**config.mk**
```make
export PLATFORM = sky130hd
export DESIGN_NAME = seq_mult_param
export DESIGN_NICKNAME = d
export VERILOG_FILES = /design/src/rtl/seq_mult_pkg.sv /design/src/rtl/mult_sign_unit.sv /design/src/rtl/seq_mult_param.sv
export SDC_FILE = /design/constraint.sdc
export NUM_CORES = 1
export LEC_CHECK = 0
export CELL_PAD_IN_SITES_DETAIL_PLACEMENT = 0
export CELL_PAD_IN_SITES_GLOBAL_PLACEMENT = 2
export CORE_MARGIN = 2
export CORE_UTILIZATION = 30
export CTS_CLUSTER_DIAMETER = 120
export DETAILED_ROUTE_END_ITERATION = 12
export PLACE_DENSITY = 0.74
export REMOVE_ABC_BUFFERS = 1
export SLEW_MARGIN = 30
export SYNTH_ARGS = -nofsm -noshare
export SYNTH_HDL_FRONTEND = slang
export SYNTH_SLANG_ARGS = --single-unit
```
**constraint.sdc**
```tcl
create_clock -name sys_clk -period 1.8 [get_ports sys_clk]
set_input_delay 0.36 -clock sys_clk [delete_from_list [all_inputs] [get_ports sys_clk]]
set_output_delay 0.36 -clock sys_clk [all_outputs]
set_load 0.01 [all_outputs]
```
**src/rtl/seq_mult_pkg.sv**
```systemverilog
// rtl/seq_mult_pkg.sv - shared types and sizing helpers for the sequential multiplier
package seq_mult_pkg;

    typedef enum logic [1:0] {
        IDLE = 2'd0,
        RUN  = 2'd1,
        FIN  = 2'd2
    } state_t;

    localparam int WIDTH_MIN = 2;
    localparam int WIDTH_MAX = 16;

    // The counter has to hold the value WIDTH itself, not just WIDTH-1.
    function automatic int cnt_width(input int width);
        return $clog2(width + 1);
    endfunction

endpackage

```
**src/rtl/mult_sign_unit.sv**
```systemverilog
// rtl/mult_sign_unit.sv - operand magnitudes, result sign and conditional product negate
module mult_sign_unit #(
    parameter int WIDTH = 4
) (
    input  logic                 signed_mode,
    input  logic [WIDTH-1:0]     value_a,
    input  logic [WIDTH-1:0]     value_b,
    input  logic                 negate,
    input  logic [2*WIDTH-1:0]   acc,
    output logic [WIDTH-1:0]     mag_a,
    output logic [WIDTH-1:0]     mag_b,
    output logic                 neg,
    output logic [2*WIDTH-1:0]   result
);

    // The most negative value negates to itself, which read as unsigned is its magnitude.
    always_comb begin
        mag_a  = (signed_mode && value_a[WIDTH-1]) ? (~value_a + 1'b1) : value_a;
        mag_b  = (signed_mode && value_b[WIDTH-1]) ? (~value_b + 1'b1) : value_b;
        neg    = signed_mode & (value_a[WIDTH-1] ^ value_b[WIDTH-1]);
        result = negate ? (~acc + 1'b1) : acc;
    end

endmodule

```
**src/rtl/seq_mult_param.sv**
```systemverilog
// rtl/seq_mult_param.sv - shift-add multiplier with start/done handshake; optional EARLY_TERM_EN
module seq_mult_param
    import seq_mult_pkg::*;
#(
    parameter int WIDTH = 4
) (
    input  logic                 sys_clk,
    input  logic                 sys_rst,
    input  logic                 start,
    input  logic                 signed_mode,
    input  logic [WIDTH-1:0]     inputA,
    input  logic [WIDTH-1:0]     inputB,
    output logic                 busy,
    output logic                 done,
    output logic [2*WIDTH-1:0]   product
);

    localparam int PW = 2 * WIDTH;
    localparam int CW = cnt_width(WIDTH);

    state_t            state;
    state_t            state_next;

    logic [PW-1:0]     acc;
    logic [PW-1:0]     mcand;
    logic [WIDTH-1:0]  mplier;
    logic [CW-1:0]     cnt;
    logic              neg;

    logic [WIDTH-1:0]  mag_a;
    logic [WIDTH-1:0]  mag_b;
    logic              neg_in;
    logic [PW-1:0]     signed_result;

    logic              load_op;
    logic              run_step;
    logic              fin_load;
    logic              run_exit;

    mult_sign_unit #(
        .WIDTH (WIDTH)
    ) u_sign (
        .signed_mode (signed_mode),
        .value_a     (inputA),
        .value_b     (inputB),
        .negate      (neg),
        .acc         (acc),
        .mag_a       (mag_a),
        .mag_b       (mag_b),
        .neg         (neg_in),
        .result      (signed_result)
    );

    always_ff @(posedge sys_clk) begin
        if (sys_rst) begin
            state <= IDLE;
        end else begin
            state <= state_next;
        end
    end

    // Early exit fires when the multiplier would shift out to zero: no set bits remain.
`ifdef EARLY_TERM_EN
    assign run_exit = (cnt == CW'(1)) || ((mplier >> 1) == '0);
`else
    assign run_exit = (cnt == CW'(1));
`endif

    always_comb begin
        state_next = state;
        case (state)
            IDLE:    if (start) state_next = RUN;
            RUN:     if (run_exit) state_next = FIN;
            FIN:     state_next = IDLE;
            default: state_next = IDLE;
        endcase
    end

    always_comb begin
        load_op  = 1'b0;
        run_step = 1'b0;
        fin_load = 1'b0;
        busy     = 1'b0;
        case (state)
            IDLE: load_op = start;
            RUN: begin
                run_step = 1'b1;
                busy     = 1'b1;
            end
            FIN: begin
                fin_load = 1'b1;
                busy     = 1'b1;
            end
            default: ;
        endcase
    end

    always_ff @(posedge sys_clk) begin
        if (sys_rst) begin
            acc     <= '0;
            mcand   <= '0;
            mplier  <= '0;
            cnt     <= '0;
            neg     <= 1'b0;
            done    <= 1'b0;
            product <= '0;
        end else begin
            done <= fin_load;
            if (load_op) begin
                mcand  <= {{WIDTH{1'b0}}, mag_a};
                mplier <= mag_b;
                acc    <= '0;
                cnt    <= CW'(WIDTH);
                neg    <= neg_in;
            end
            if (run_step) begin
                if (mplier[0]) begin
                    acc <= acc + mcand;
                end
                mcand  <= mcand << 1;
                mplier <= mplier >> 1;
                cnt    <= cnt - CW'(1);
            end
            if (fin_load) begin
                product <= signed_result;
            end
        end
    end

endmodule

```
==> insert_results.sql, run 1 <==
INSERT INTO impl_metrics (metric_group, metric, value, unit) VALUES
('outcome', 'status', 'completed', ''),
('finish', 'ff_latch_area', '705.7', 'µm²'),
('setup_path', 'cp_data_required_time', '2.01', 'ns'),
('synthesis', 'post_synth_inst_count', '245', ''),
('route', 'drt_first_pass_iters', '4', ''),
('synthesis', 'synthesis.area_per_instance', '8.064', 'µm²'),
('cts', 'clock_tree.buffer_depth', '2', ''),
('synthesis', 'synth_enable_flop_cells', '0', ''),
('hold_path', 'hold_start', 'mplier[3]', ''),
('power', 'p_int', '1.373', 'mW'),
('die', 'core-area', '0.006350', 'mm²'),
('synthesis', 'synthDominantCellAreaShare', '0.3547', ''),
('route', 'drc', '0', ''),
('power', 'power.ir.vdd_worst', '0.2464', 'mV'),
('synthesis', 'yosys.cell_types.count', '34', ''),
('global_routing', 'grt_start_max_net_pins', '37', ''),
('die', 'die_h', '85.15', 'µm'),
('die', 'start_util', '0.3111', ''),
('route', 'wl_per_cell', '11.06', 'µm'),
('route', 'drtAntennaViolNets', '0', ''),
('synthesis', 'flip_flop_and_latch_count_after_synthesis', '35', ''),
('setup_path', 'worst-path-max-fanout', '2', ''),
('placed_design', 'place.gp.congestion', '0.8086', ''),
('setup_path', 'critPathKind', 'register to register', ''),
('power', 'netSwitchingFraction', '0.3099', ''),
('finish', 'antenna-diode-count', '0', ''),
('timing', 'fmaxAchievable', '0.5851', 'GHz'),
('route', 'detailedRoute.firstIterationViolations', '56', ''),
('finish', 'stdcell_area', '0.002559', 'mm²'),
('synthesis', 'post_synth_instance_area', '0.001976', 'mm²'),
('power', 'switchingPower', '616.5', 'µW'),
('power', 'pwr-share-seq', '0.443', ''),
('global_routing', 'first_global_vias', '1604', ''),
('synthesis', 'post-synth-top-count-cell', 'sky130_fd_sc_hd__nor2_1', ''),
('finish', 'multi_input_comb_area', '0.001164', 'mm²'),
('setup_path', 'sort_of_element_at_the_end_of_the_critical_path', 'register', ''),
('setup_path', 'rr_worst_depth', '9', ''),
('route', 'vias_per_cell', '4.681', ''),
('synthesis', 'synthDominantAreaCellType', 'sky130_fd_sc_hd__dfxtp_1', ''),
('cts', 'cts.reportedPaths.clkPinSlew', '0.07', 'ns'),
('cts', 'ctsHoldBuffers', '0', ''),
('synthesis', 'synth_top_flop_cell', 'sky130_fd_sc_hd__dfxtp_1', ''),
('power', 'power.share.clock', '0.283', ''),
('finish', 'post_route_cells_drive_above_1_share', '0.1690', ''),
('finish', 'synthToLayoutAreaGrowth', '29.51', '%'),
('finish', 'final_util', '0.4030', ''),
('hold_path', 'holdCritPathClass', 'register to register', ''),
('timing', 'worst-slew-pin-transition', '0.3249', 'ns'),
('die', 'rows', '29', ''),
('setup_path', 'critical_path.slowest_cell', 'sky130_fd_sc_hd__fa_2', ''),
('synthesis', 'synth_warnings', '0', ''),
('die', 'die_area', '0.007251', 'mm²'),
('power', 'power_density', '777.3', 'mW/mm²'),
('power', 'p_leak', '1.019', 'nW'),
('global_routing', 'antenna_found_initial', '0', ''),
('global_routing', 'grt_util_all_layers', '0.1230', ''),
('synthesis', 'synth_top_cells_by_area', 'sky130_fd_sc_hd__dfxtp_1 (35%), sky130_fd_sc_hd__ha_1 (10%), sky130_fd_sc_hd__nor2_1 (8.2%)', ''),
('synthesis', 'yosysSeqAreaShare', '0.3547', ''),
('setup_path', 'critPathLaunchType', 'register', ''),
('hold_path', 'timing.hold.worst_endpoint', 'mplier[3]', ''),
('setup_path', 'cp_data_arrival_time', '1.91', 'ns'),
('timing', 'sum_of_negative_setup_slack', '0', 'ns'),
('placed_design', 'placed_cell_area', '0.002435', 'mm²'),
('cts', 'clock_sinks', '35', ''),
('synthesis', 'synthArstFlopShare', '0', ''),
('setup_path', 'regToRegEndpoint', 'acc[6]', ''),
('cts', 'cts_tree', 'built', ''),
('hold_path', 'worstHoldPathCells', '2', ''),
('setup_path', 'reg2reg_from', 'mcand[0]', ''),
('timing', 'hold_viol', '0', ''),
('route', 'via_count', '1718', '');
## worst max path at each step
stage	from	endpoint	slack, ns	cells past startpoint
after floorplan	state[1]	acc[2]	-0.02	6
after global placement	inputB[0]	mplier[2]	-0.09	7
after detailed placement	inputB[0]	mplier[2]	-0.13	7
after CTS	acc[0]	acc[6]	0.01	9
after global routing	mcand[0]	acc[6]	-0.08	9
final	mcand[0]	acc[6]	0.09	9
## through the flow
stage | hold slack [ns] | instances | power [mW] | worst slack, ns
floorplan | 0.4291 | 231 | 1.213 | -0.02106
global placement | 0.4684 | 357 | 1.455 | -0.08751
detailed placement | 0.4621 | 357 | 1.455 | -0.1309
CTS | 0.4727 | 365 | 2.026 | 0.01191
global route | 0.4922 | 367 | 2.133 | -0.07730
finish | 0.4692 | 367 | 1.989 | 0.09090
## cell families after synthesis
| group | Yosys count | synth area share |
|---|---|---|
| fa+ha+maj | 17 | 0.1115 |
| flops | 35 | 0.3547 |
| mux | 4 | 0.02090 |
| buf+inv | 28 | 0.06839 |
| compound gates | 59 | 0.1906 |
| simple gates | 88 | 0.1919 |
| xor+xnor | 14 | 0.06207 |
## per-layer routing
| layer | vias to the layer above | wire length [µm] | global-route usage |
|---|---|---|---|
| met5 | - | 0 | 0 |
| met4 | 0 | 61 | 0.04618 |
| met3 | 6 | 144 | 0.02918 |
| met2 | 31 | 1887 | 0.2081 |
| met1 | 757 | 1966 | 0.1515 |
| li1 | 924 | - | - |
## timing repair
action	CTS	global route
endpoints found under the hold margin	0	0
pin swaps	0	6
resized for setup	2	10
setup buffers	0	2
setup endpoints to repair	2	2
## cells in the final DEF, fill, tap and decap left out, drive strengths merged, types with 3 or more instances in the layout
| cell | synthesis | routed |
|---|---|---|
| clkdlybuf4s50 | 0 | 20 |
| o21ai | 8 | 8 |
| o31ai | 5 | 5 |
| nor2 | 43 | 43 |
| xor2 | 7 | 7 |
| nor2b | 3 | 3 |
| a21oi | 23 | 23 |
| nand3 | 8 | 8 |
| nand2 | 23 | 23 |
| a22oi | 3 | 3 |
| a211oi | 10 | 10 |
| buf | 6 | 30 |
| clkbuf | 8 | 7 |
| or3 | 4 | 4 |
| a311oi | 4 | 4 |
| inv | 14 | 14 |
| xnor2 | 7 | 7 |
| ha | 16 | 16 |
| mux2i | 3 | 3 |
| dfxtp | 35 | 35 |
## layout make-up
class / count / share of cell area
Clock buffer: 7 / 0.02983
Clock inverter: 1 / 0.001956
Inverter: 14 / 0.02054
Multi-Input combinational cell: 182 / 0.4548
Sequential cell: 35 / 0.2758
Tap cell: 77 / 0.03765
Timing Repair Buffer: 51 / 0.1795
## registers in the layout, indices dropped and copies added, names as in the netlist
| signal | flops |
|---|---|
| acc | 8 |
| mcand | 8 |
| product | 8 |
| mplier | 4 |
| cnt | 3 |
| state | 2 |
| done | 1 |
| neg | 1 |
## power groups by stage
stage	clock, mW	sequential, mW	combinational (mW)
3_5_place_dp	0	0.897	0.558
2_1_floorplan	0	0.892	0.321
6_report	0.562	0.882	0.545
3_3_place_gp	0	0.895	0.559
5_1_grt	0.613	0.891	0.629
4_1_cts	0.592	0.879	0.554
## worst max-delay path: cells and delay by family (launching register included)
kind / cells / cell delay [ns]
XOR/XNOR: 1 / 0.10
buffers and inverters: 2 / 0.08
adder cells (fa/ha/maj): 2 / 0.50
flip-flops: 1 / 0.35
AO/OA/AOI/OAI: 4 / 0.59
Power figures use the tool's default switching activity.
==> inputs of run 2 (changes only) <==
Settings changed: PLACE_DENSITY 0.74 to default, PLACE_DENSITY_LB_ADDON from default to 0.15.
==> insert_results.sql, run 2 (synthesis gave the netlist of run 1 again) <==
INSERT INTO impl_metrics (metric_group, metric, value, unit) VALUES
('outcome', 'status', 'completed', ''),
('setup_path', 'sort_of_element_at_the_end_of_the_critical_path', 'register', ''),
('cts', 'cts.reportedPaths.clkPinSlew', '0.07', 'ns'),
('timing', 'max-slew-margin-rel', '0.7719', ''),
('setup_path', 'rr_worst_depth', '9', ''),
('route', 'wl_per_cell', '11.39', 'µm'),
('setup_path', 'critPathLaunchType', 'register', ''),
('placed_design', 'place.gp.congestion', '0.8219', ''),
('finish', 'final_cell_count_no_fill', '360', ''),
('timing', 'slew_viol_final', '0', ''),
('cts', 'cts_tree', 'built', ''),
('route', 'drtAntennaViolNets', '0', ''),
('die', 'die_w', '85.15', 'µm'),
('placed_design', 'post-dp-hpwl', '3.056', 'mm'),
('finish', 'final_util', '0.4004', ''),
('global_routing', 'antenna_found_initial', '0', ''),
('cts', 'cts-root-buf', 'sky130_fd_sc_hd__clkbuf_8', ''),
('finish', 'layout_commonest_cell', 'sky130_fd_sc_hd__nor2_1', ''),
('power', 'power_density', '811.8', 'mW/mm²'),
('route', 'detailedRoute.firstIterationViolations', '40', ''),
('hold_path', 'worstHoldPathCells', '2', ''),
('route', 'drc', '0', ''),
('global_routing', 'grt_pass1_wl', '7.576', 'mm'),
('placed_design', 'placed_cell_area', '0.002410', 'mm²'),
('timing', 'hold_viol', '0', ''),
('cts', 'clock_tree.buffer_depth', '2', ''),
('timing', 'hold-worst-slack', '0.4759', 'ns'),
('global_routing', 'global_route.overflow_total', '0', ''),
('timing', 'setup_repair_after_global_routing_missed_its_margin', 'true', ''),
('timing', 'worst-slew-pin-transition', '0.3409', 'ns'),
('setup_path', 'cp_data_required_time', '2.00', 'ns'),
('timing', 'timing.final.crit_share', '0.9287', ''),
('cts', 'clock_sinks', '35', ''),
('die', 'rows', '29', ''),
('global_routing', 'first_global_vias', '1674', ''),
('finish', 'reg.largest.list', 'acc x8, mcand x8, product x8', ''),
('finish', 'post_route_cells_drive_above_1_share', '0.1519', ''),
('hold_path', 'holdCritPathClass', 'register to register', ''),
('die', 'num_io_pins', '22', ''),
('setup_path', 'worst-path-max-fanout', '2', ''),
('setup_path', 'critPathKind', 'register to register', ''),
('die', 'die_h', '85.15', 'µm'),
('finish', 'synthToLayoutAreaGrowth', '28.69', '%'),
('finish', 'stdcell_area', '0.002542', 'mm²'),
('timing', 'fin_skew', '0.003176', 'ns'),
('finish', 'antenna-diode-count', '0', ''),
('power', 'power.ir.vdd_worst', '0.2613', 'mV'),
('finish', 'layout_common_cells', 'sky130_fd_sc_hd__nor2_1 (43), sky130_fd_sc_hd__dfxtp_1 (31), sky130_fd_sc_hd__nand2_1 (23), sky130_fd_sc_hd__a21oi_1 (21)', ''),
('route', 'wl_final', '4.099', 'mm'),
('route', 'via_count', '1672', ''),
('die', 'die_area', '0.007251', 'mm²'),
('placed_design', 'placed_cells_incl_taps', '352', ''),
('route', 'vias_per_cell', '4.644', ''),
('cts', 'ctsHoldBuffers', '0', ''),
('timing', 'setup_viol', '0', ''),
('timing', 'fmaxAchievable', '0.5982', 'GHz'),
('global_routing', 'grt_start_max_net_pins', '37', ''),
('global_routing', 'grt_util_all_layers', '0.1298', ''),
('die', 'core-area', '0.006350', 'mm²'),
('power', 'p_leak', '0.9972', 'nW'),
('die', 'start_util', '0.3111', ''),
('timing', 'timing.final.crit_period', '1.672', 'ns'),
('placed_design', 'port_buffers', '21', ''),
('route', 'drt_first_pass_iters', '4', ''),
('setup_path', 'cp_data_arrival_time', '1.87', 'ns'),
('finish', 'nets', '311', ''),
('power', 'power.total', '2.064', 'mW'),
('cts', 'htree_levels', '2', ''),
('job', 'max-cap-violations', '0', ''),
('cts', 'tritoncts.num_buffers', '5', ''),
('cts', 'worstSkewPairLatency', '0.28', 'ns');
==> run 2: cell count changes in the layout (fill, tap and decap cells not counted), sizes merged <==
cell | previous run | this run
buf | 30 | 23
clkinv | 1 | 0
clkinvlp | 0 | 1
==> run 2: worst max-delay path: stages, from the launching register on <==
cell and delay [ns]:
sky130_fd_sc_hd__dfxtp_2 0.33, sky130_fd_sc_hd__ha_2 0.17, sky130_fd_sc_hd__inv_1 0.05, sky130_fd_sc_hd__fa_2 0.33, sky130_fd_sc_hd__inv_1 0.06, sky130_fd_sc_hd__a21o_1 0.12, sky130_fd_sc_hd__a21oi_2 0.07, sky130_fd_sc_hd__o211ai_1 0.19
sky130_fd_sc_hd__xnor2_1 0.10, sky130_fd_sc_hd__o31ai_1 0.17
==> run 2: where the power goes <==
part | switching [mW] | total, mW | internal, mW | leakage, nW
Clock | 0.290 | 0.639 | 0.348 | 0.0505
Combinational | 0.283 | 0.542 | 0.258 | 0.661
Sequential | 0.0446 | 0.884 | 0.839 | 0.286
==> run 2: final timing paths <==
path,from,to,slack (ns)
min,mplier[3],mplier[3],0.48
min reg2reg,mplier[3],mplier[3],0.48
max,mcand[0],acc[6],0.13
max reg2reg,mcand[0],acc[6],0.13
==> run 2: stage by stage <==
step                      TNS [ns]  setup WS (ns)
after global routing      -0.01118      -0.008096
final                            0         0.1283
after CTS                        0        0.01191
after floorplan           -0.04213       -0.02106
after detailed placement   -0.2019        -0.1100
after global placement     -0.1322       -0.07982
==> run 2: cell type report <==
type | instances | area, µm²
repair buffers | 44 | 419.2
inverters | 14 | 52.55
clock inverters | 1 | 7.507
well taps | 77 | 96.34
fillers | 654 | 3807
multi-input cells | 182 | 1165
flip-flops and latches | 35 | 705.7
clock buffers | 7 | 96.34
==> run 2: layer usage <==
| layer | share of wire | global-route usage | up-vias |
|---|---|---|---|
| met4 | 0.012 | 0.04329 | 0 |
| met3 | 0.028 | 0.02918 | 4 |
| met2 | 0.47 | 0.2266 | 25 |
| met5 | 0 | 0 | - |
| met1 | 0.49 | 0.1571 | 735 |
| li1 | - | - | 908 |
==> run 2: timing repair <==
item	4_1_cts	5_1_grt
buffers inserted	0	0
resized for setup	1	9
setup endpoints to repair	1	3
pin swaps	0	4
==> inputs of run 3 (changes only) <==
Settings changed: MAX_ROUTING_LAYER from default to met4.
==> insert_results.sql, run 3 (synthesis gave the netlist of run 1 again) <==
INSERT INTO impl_metrics (metric_group, metric, value, unit) VALUES
('setup_path', 'worst-path-max-fanout', '2', ''),
('timing', 'setup_viol', '0', ''),
('global_routing', 'grt_util_all_layers', '0.1340', ''),
('route', 'wl_per_cell', '11.41', 'µm'),
('route', 'wl_final', '4.108', 'mm'),
('die', 'num_io_pins', '22', ''),
('outcome', 'status', 'completed', ''),
('setup_path', 'timing.critical_path.buf_inv', '2', ''),
('setup_path', 'cp_data_arrival_time', '1.87', 'ns'),
('finish', 'nets', '311', ''),
('setup_path', 'cpPeakStageDelay', '0.33', 'ns'),
('finish', 'stdcell_area', '0.002542', 'mm²'),
('timing', 'timing.final.crit_share', '0.9287', ''),
('die', 'rows', '29', ''),
('timing', 'hold-worst-slack', '0.4760', 'ns'),
('global_routing', 'global_route.overflow_total', '0', ''),
('cts', 'worstSkewPairLatency', '0.28', 'ns'),
('route', 'detailedRoute.firstIterationViolations', '52', ''),
('setup_path', 'path_common_cell', 'sky130_fd_sc_hd__inv_1', ''),
('global_routing', 'grt_start_max_net_pins', '37', ''),
('placed_design', 'placed_cell_area', '0.002410', 'mm²'),
('global_routing', 'grt_pass1_wl', '7.576', 'mm'),
('timing', 'hold_viol', '0', ''),
('finish', 'synthToLayoutAreaGrowth', '28.69', '%'),
('setup_path', 'critPathLaunchType', 'register', ''),
('route', 'drc', '0', ''),
('timing', 'worst-slew-pin-transition', '0.3411', 'ns'),
('finish', 'post_route_cells_drive_above_1_share', '0.1519', ''),
('cts', 'cts.reportedPaths.clkPinSlew', '0.07', 'ns'),
('cts', 'ctsHoldBuffers', '0', ''),
('job', 'max-cap-violations', '0', ''),
('global_routing', 'first_global_vias', '1660', ''),
('setup_path', 'cells_along_the_critical_path', 'ha_2, inv_1, fa_2, inv_1, a21o_1, a21oi_2, o211ai_1, xnor2_1, o31ai_1', ''),
('cts', 'clock_sinks', '35', ''),
('timing', 'setup_repair_after_global_routing_missed_its_margin', 'true', ''),
('setup_path', 'worst_path_dominant_cell_family', 'compound AO/OA/AOI/OAI gates', ''),
('timing', 'max-slew-margin-rel', '0.7718', ''),
('hold_path', 'holdCritPathClass', 'register to register', ''),
('placed_design', 'port_buffers', '21', ''),
('cts', 'cts-root-buf', 'sky130_fd_sc_hd__clkbuf_8', ''),
('timing', 'timing.final.crit_period', '1.672', 'ns'),
('cts', 'cts_tree', 'built', ''),
('timing', 'fmaxAchievable', '0.5982', 'GHz'),
('die', 'start_util', '0.3111', ''),
('timing', 'fin_skew', '0.003343', 'ns'),
('finish', 'layout.filler_cells', '654', ''),
('placed_design', 'placed_cells_incl_taps', '352', ''),
('route', 'drtAntennaViolNets', '0', ''),
('setup_path', 'critPathKind', 'register to register', ''),
('power', 'power.ir.vdd_worst', '0.2615', 'mV'),
('setup_path', 'critical_path.slowest_cell', 'sky130_fd_sc_hd__dfxtp_2', ''),
('die', 'die_area', '0.007251', 'mm²'),
('route', 'via_count', '1669', ''),
('finish', 'layout_common_cells', 'sky130_fd_sc_hd__nor2_1 (43), sky130_fd_sc_hd__dfxtp_1 (31), sky130_fd_sc_hd__nand2_1 (23), sky130_fd_sc_hd__a21oi_1 (21)', ''),
('cts', 'clock_tree.buffer_depth', '2', ''),
('cts', 'cts_setup_buffers', '0', ''),
('die', 'die_w', '85.15', 'µm'),
('placed_design', 'place.gp.congestion', '0.8343', ''),
('timing', 'slew_viol_final', '0', ''),
('cts', 'htree_levels', '2', ''),
('route', 'drt_first_pass_iters', '4', ''),
('finish', 'reg.largest.list', 'acc x8, mcand x8, product x8', ''),
('finish', 'final_cell_count_no_fill', '360', ''),
('placed_design', 'post-dp-hpwl', '3.056', 'mm'),
('die', 'core-area', '0.006350', 'mm²'),
('finish', 'antenna-diode-count', '0', ''),
('route', 'vias_per_cell', '4.636', ''),
('die', 'die_h', '85.15', 'µm'),
('cts', 'tritoncts.num_buffers', '5', ''),
('power', 'p_leak', '0.9972', 'nW'),
('global_routing', 'antenna_found_initial', '0', ''),
('finish', 'layout_commonest_cell', 'sky130_fd_sc_hd__nor2_1', ''),
('setup_path', 'cp_data_required_time', '2.00', 'ns'),
('power', 'power_density', '812.4', 'mW/mm²'),
('setup_path', 'sort_of_element_at_the_end_of_the_critical_path', 'register', '');
[run 3: final timing paths]
kind	startpoint	end	slack, ns	cells past startpoint
worst min register to register	mplier[3]	mplier[3]	0.48	2
worst max register to register	mcand[0]	acc[6]	0.13	9
worst max-delay path	mcand[0]	acc[6]	0.13	9
worst min-delay path	mplier[3]	mplier[3]	0.48	2
[run 3: through the flow]
stage | util | total power [mW] | setup TNS (ns) | setup WS (ns)
final | 0.4004 | 2.066 | 0 | 0.1283
after global routing | 0.4004 | 2.222 | -0.01117 | -0.008099
after CTS | 0.3957 | 2.102 | 0 | 0.01191
after detailed placement | 0.3795 | 1.450 | -0.2019 | -0.1100
after global placement | 0.3795 | 1.449 | -0.1322 | -0.07982
after floorplan | - | 1.213 | -0.04213 | -0.02106
[run 3: worst min-delay path, stage by stage, from the launching register on]
cell                       delay [ns]
sky130_fd_sc_hd__dfxtp_1         0.32
sky130_fd_sc_hd__nand2_1         0.05
sky130_fd_sc_hd__a211oi_1        0.05
[run 3: power breakdown]
group	switching, mW	internal (mW)	leakage, nW
Combinational	0.284	0.258	0.661
Clock	0.291	0.348	0.0505
Sequential	0.0446	0.839	0.286
Total	0.620	1.45	0.997
[run 3: layout make-up]
class                      instances  area [µm²]  share of cell area
clock buffer                       7       96.34             0.03789
clock inverter                     1       7.507            0.002953
inverter                          14       52.55             0.02067
multi-input combinational        182        1165              0.4582
sequential                        35       705.7              0.2776
tap                               77       96.34             0.03789
timing repair buffer              44       419.2              0.1649
[run 3: layer usage]
| layer | track usage | up-vias | wire [µm] |
|---|---|---|---|
| li1 | - | 909 | - |
| met1 | 0.1553 | 731 | 1988 |
| met2 | 0.2301 | 25 | 1953 |
| met3 | 0.02918 | 4 | 116 |
| met4 | 0.04329 | 0 | 50 |
| met5 | - | - | 0 |
[run 3: repair_timing]
item | in CTS | in global routing
pin swaps | 0 | 4
endpoints found under the hold margin | 0 | 0
cloned | 0 | 0
setup endpoints to repair | 1 | 3
resized for setup | 1 | 9
